## config.mk

```make
export PLATFORM = sky130hd
export DESIGN_NAME = reg_wb_arbiter
export DESIGN_NICKNAME = d
export VERILOG_FILES = /design/src/rtl/reg_wb_arbiter.sv
export SDC_FILE = /design/constraint.sdc
export NUM_CORES = 1
export LEC_CHECK = 0
export CORE_ASPECT_RATIO = 1.4
export CORE_MARGIN = 1.5
export CORE_UTILIZATION = 40
export CTS_CLUSTER_DIAMETER = 40
export DETAILED_ROUTE_END_ITERATION = 10
export MAX_ROUTING_LAYER = met4
export PLACE_DENSITY_LB_ADDON = 0.15
export SYNTH_ARGS = -nofsm -noshare
export SYNTH_HDL_FRONTEND = slang
export SYNTH_SLANG_ARGS = --single-unit
```

## constraint.sdc

```tcl
create_clock -name clk -period 1.5 [get_ports clk]
set_input_delay 0.15 -clock clk [delete_from_list [all_inputs] [get_ports clk]]
set_output_delay 0.15 -clock clk [all_outputs]
set_load 0.005 [all_outputs]
```

## src/rtl/reg_wb_arbiter.sv

```systemverilog
// rtl/reg_wb_arbiter.sv - write-back arbiter for the 8 x 16-bit register set
//
// Two requesters share the register set's single write port:
//   requester 0 = ALU write-back, requester 1 = memory/load write-back.
// One requester is granted per cycle. The winner's destination is decoded to
// a one-hot select, and a registered regWrite/decOut/writeData triple drives
// the register set. A saturating stall counter records contention.
//
// Optional feature macro: WB_RR_PRIORITY_EN
//   defined     : round-robin tie-break (requester != lastGrant wins)
//   not defined : fixed priority, requester 1 (MEM) always wins ties
//
// Ports:
//   clk                     in   single clock, rising edge
//   reset                   in   asynchronous, active-high
//   reqValid0/1             in   requester has a write pending
//   reqAddr0/1   [2:0]      in   destination register index
//   reqData0/1   [15:0]     in   write data
//   reqReady0/1             out  requester accepted this cycle (combinational)
//   regWrite                out  register-set write enable (registered)
//   decOut       [7:0]      out  one-hot destination select (registered)
//   writeData    [15:0]     out  register-set write data (registered)
//   stallCount   [7:0]      out  saturating count of stalled cycles

module reg_wb_arbiter (
  input  logic        clk,
  input  logic        reset,
  input  logic        reqValid0,
  input  logic [2:0]  reqAddr0,
  input  logic [15:0] reqData0,
  output logic        reqReady0,
  input  logic        reqValid1,
  input  logic [2:0]  reqAddr1,
  input  logic [15:0] reqData1,
  output logic        reqReady1,
  output logic        regWrite,
  output logic [7:0]  decOut,
  output logic [15:0] writeData,
  output logic [7:0]  stallCount
);

  logic        lastGrant_q, lastGrant_d;
  logic        wr_q, wr_d;
  logic [7:0]  dec_q, dec_d;
  logic [15:0] data_q, data_d;
  logic [7:0]  stall_q, stall_d;

  logic        grant0, grant1;
  logic        xfer;
  logic        stall;
  logic [2:0]  addr_sel;
  logic [15:0] data_sel;

  // Grants depend only on the valids and lastGrant, never on addr/data.
  // Both readies are held low during reset so nothing is accepted then.
  always_comb begin
    grant0 = 1'b0;
    grant1 = 1'b0;
    if (!reset) begin
      if (reqValid0 && !reqValid1) begin
        grant0 = 1'b1;
      end else if (reqValid1 && !reqValid0) begin
        grant1 = 1'b1;
      end else if (reqValid0 && reqValid1) begin
`ifdef WB_RR_PRIORITY_EN
        // The requester that did not win last time takes the tie.
        grant0 = lastGrant_q;
        grant1 = !lastGrant_q;
`else
        grant1 = 1'b1;
`endif
      end
    end
  end

  assign reqReady0 = grant0;
  assign reqReady1 = grant1;

  always_comb begin
    xfer        = grant0 || grant1;
    addr_sel    = grant1 ? reqAddr1 : reqAddr0;
    data_sel    = grant1 ? reqData1 : reqData0;
    stall       = (reqValid0 && !grant0) || (reqValid1 && !grant1);

    // lastGrant is tracked in both builds; fixed priority simply ignores it.
    lastGrant_d = xfer ? grant1 : lastGrant_q;

    wr_d        = xfer;
    dec_d       = xfer ? (8'd1 << addr_sel) : 8'h00;
    data_d      = xfer ? data_sel : data_q;

    stall_d     = stall_q;
    if (stall && (stall_q != 8'hFF)) begin
      stall_d = stall_q + 8'd1;
    end
  end

  always_ff @(posedge clk or posedge reset) begin
    if (reset) begin
      lastGrant_q <= 1'b1;
      wr_q        <= 1'b0;
      dec_q       <= 8'h00;
      data_q      <= 16'h0000;
      stall_q     <= 8'h00;
    end else begin
      lastGrant_q <= lastGrant_d;
      wr_q        <= wr_d;
      dec_q       <= dec_d;
      data_q      <= data_d;
      stall_q     <= stall_d;
    end
  end

  assign regWrite   = wr_q;
  assign decOut     = dec_q;
  assign writeData  = data_q;
  assign stallCount = stall_q;

endmodule

```

==> impl_metrics.csv <==
group,metric,value,unit
flow_run,max_cap_viol_count,0,
floorplanning,rows,26,
floorplanning,core,3709,um2
clock_network,cts_tree,"yes",
sta,skew,0.3736,ps
cells_and_area,fin_nets,275,
placement,dpl.hpwl,2.947,mm
clock_network,numCtsBuffers,5,
clock_network,hold_buffers,0,
yosys,ys_types,36,
yosys,yosysTopAreaCellShare,0.5234,
min_path,hold_path.class,"primary input to asynchronous set/reset pin",
worst_setup_path,critPathMaxStageDelay,540,ps
placement,gp_congestion,0.9087,
global_routing,overflow,0,
power_and_ir_drop,p_per_area,1103,nW/um2
drt,antenna_left,0,
placement,place_inst,267,
power_and_ir_drop,p_clk_frac,0.227,
floorplanning,start_util,0.4254,
power_and_ir_drop,p_int,1.964,mW
cells_and_area,syn_to_final_growth,59.71,%
yosys,avgSynthCellArea,10.81,um2
status,status,"completed",
floorplanning,dieWidth,56.08,um
worst_setup_path,required,1350,ps
worst_setup_path,crit_fanout,6,
floorplanning,dieArea,4336,um2
sta,finalCritPeriodShare,0.9520,
drt,route.detailed.drc,0,
yosys,yosysSeqAreaShare,0.5234,
yosys,synth_commonest_cells,"dfrtp_1 (33), nand2_1 (19), mux2i_1 (17), o21ai_1 (17), nor2_1 (9)",
sta,setup_viol,0,
drt,post_drt_wl_per_cell,13.84,um
clock_network,cts.reportedPaths.clkPinSlew,70,ps
global_routing,grt_util_all_layers,0.1950,
drt,vias,1425,
sta,rsz0062_at_grt,"false",
sta,worstMarginPinSlew,419.5,ps
yosys,synth_cells,146,
yosys,netlist_area,1578,um2
floorplanning,die_h,77.31,um
drt,drt_iter0_drc,49,
placement,io_buffers,76,
sta,max_freq,700.3,MHz
floorplanning,pin_count,77,
clock_network,cts_buffer_depth,2,
yosys,synth-edff-count,0,
global_routing,grt_pass1_vias,1497,
yosys,ys_ff_latch,33,
worst_setup_path,path_class,"flip-flop to output port",
yosys,synth_ff_type,"dfrtp_1",
sta,maxSlewHeadroom,0.7203,
yosys,synth_fp_nets,189,
worst_setup_path,path_cells,"clkdlybuf4s50_1",
global_routing,grt_max_degree,34,
sta,finalHoldViolCount,0,
cells_and_area,antenna_cells,0,
clock_network,cts_max_level,2,
yosys,yosys_warnings,0,
drt,first_pass_iters,4,
yosys,ys_top_cells_by_area,"dfrtp_1 (52%), mux2i_1 (11%), o21ai_1 (5.4%)",
cells_and_area,drive_gt1_frac,0.1245,
worst_setup_path,arrival,1280,ps
worst_setup_path,slowest_stage,"clkdlybuf4s50_1",
power_and_ir_drop,combPwrFrac,0.338,
drt,vias_per_cell,5.182,
power_and_ir_drop,ir_drop,1106,uV
yosys,synth_area_leader_cell,"dfrtp_1",
clock_network,root_buffer,"clkbuf_8",
worst_setup_path,cp_num_buf_inv,1,
cells_and_area,post-route-cell-area,2520,um2
worst_setup_path,crit_family,"buffers and inverters",
clock_network,clk_latency,280,ps
power_and_ir_drop,finalPower,2.779,mW
power_and_ir_drop,p_seq_frac,0.435,
power_and_ir_drop,switching_share,0.2932,
power_and_ir_drop,power.switching,0.8147,mW
global_routing,grt_pass1_wl,6.582,mm
global_routing,antenna_found_initial,0,
sta,layout_min_cycle_time,1428,ps
clock_network,cts_setup_buffers,0,
drt,wirelength,3.806,mm
sta,drv_slew,0,
worst_setup_path,endpoint_kind,"output port",
clock_network,clkSinkCount,33,
yosys,yosysMostFrequentCell,"dfrtp_1",
placement,dpl_cell_area,2437,um2
yosys,synthArstFlopShare,1.000,
worst_setup_path,start_kind,"flip-flop",
cells_and_area,fin_cells,275,
power_and_ir_drop,p_leak,1.157,nW
-- final cells by class --
cell class                      instances  area (um2)
Clock inverter                          2       10.01
Sequential cell                        33       825.8
Timing Repair Buffer                   86       840.8
Inverter                                6       22.52
Multi-Input combinational cell        100       695.7
Tap cell                               42       52.55
Clock buffer                            6       72.57
Fill cell                             313        1189
-- flip-flops by register name, summed over array words and instances (netlist names) --
signal / flops
writeData: 16
decOut: 8
regWrite: 1
stallCount: 8
-- logic make-up after synthesis --
| family | share of synthesized area |
|---|---|
| flip-flops | 0.5234 |
| buffers and inverters | 0.04281 |
| AND/OR/NAND/NOR | 0.1562 |
| XOR/XNOR | 0.02220 |
| multiplexers | 0.1245 |
| AO/OA/AOI/OAI | 0.1142 |
| adder cells (fa/ha/maj) | 0.01665 |
-- path summary, 6_finish.rpt --
path                          startpoint             to  slack [ps]  cells past startpoint
setup / recovery           stallCount[5]  stallCount[5]          70                      1
hold / removal                     reset      decOut[0]         100                      3
setup reg to reg           stallCount[1]  stallCount[1]          90                      4
hold reg to reg             writeData[6]   writeData[6]         490                      2
max in group asynchronous          reset   writeData[4]        1100                      3
min in group clk                   reset      decOut[7]         340                      3
-- placed cells by master, fill, tap and decap left out, types with 2 or more instances in the layout --
cell type / netlist / routed
xnor2_1: 4 / 4
nand3_1: 2 / 2
dlygate4sd2_1: 0 / 2
and2_1: 3 / 3
dfrtp_1: 33 / 33
nor2_1: 9 / 9
clkdlybuf4s50_1: 0 / 73
o21ai_1: 17 / 17
o2111ai_1: 2 / 2
a31oi_1: 4 / 4
buf_4: 2 / 9
inv_1: 5 / 5
nand4_1: 2 / 2
mux2i_1: 17 / 17
clkbuf_8: 0 / 5
and4bb_2: 2 / 2
clkinv_2: 0 / 2
nand2_1: 19 / 19
-- timing repair --
item                       in CTS  in global routing
gates resized for setup         4                  3
setup endpoints to repair       2                  2
gates cloned                    0                  0
pin swaps                       0                  1
-- per-stage QoR --
| step | setup TNS (ps) | utilization | hold WS (ps) | worst slack [ps] |
|---|---|---|---|---|
| after floorplan | 0 | - | 326.5 | 54.38 |
| after global placement | -4155 | 0.6572 | 468.2 | -202.6 |
| after detailed placement | -6295 | 0.6572 | 475.5 | -286.3 |
| after CTS | 0 | 0.6798 | 295.8 | 21.08 |
| after global routing | 0 | 0.6795 | 162.1 | 2.023 |
| final | 0 | 0.6795 | 98.47 | 72.07 |
-- power by group through the flow --
stage	Sequential, mW	Combinational (mW)	Clock (mW)
3_3_place_gp	1.21	0.914	0
2_1_floorplan	1.21	0.376	0
6_report	1.21	0.940	0.631
4_1_cts	1.20	0.948	0.657
5_1_grt	1.22	1.03	0.699
3_5_place_dp	1.22	0.944	0
-- per-layer routing --
layer | share of wire | GRT usage
met3 | 0.069 | 0.06071
met1 | 0.38 | 0.2028
met5 | 0 | -
met2 | 0.55 | 0.3412
met4 | 0.0047 | 0.07143
(Power assumes the default switching activity.)
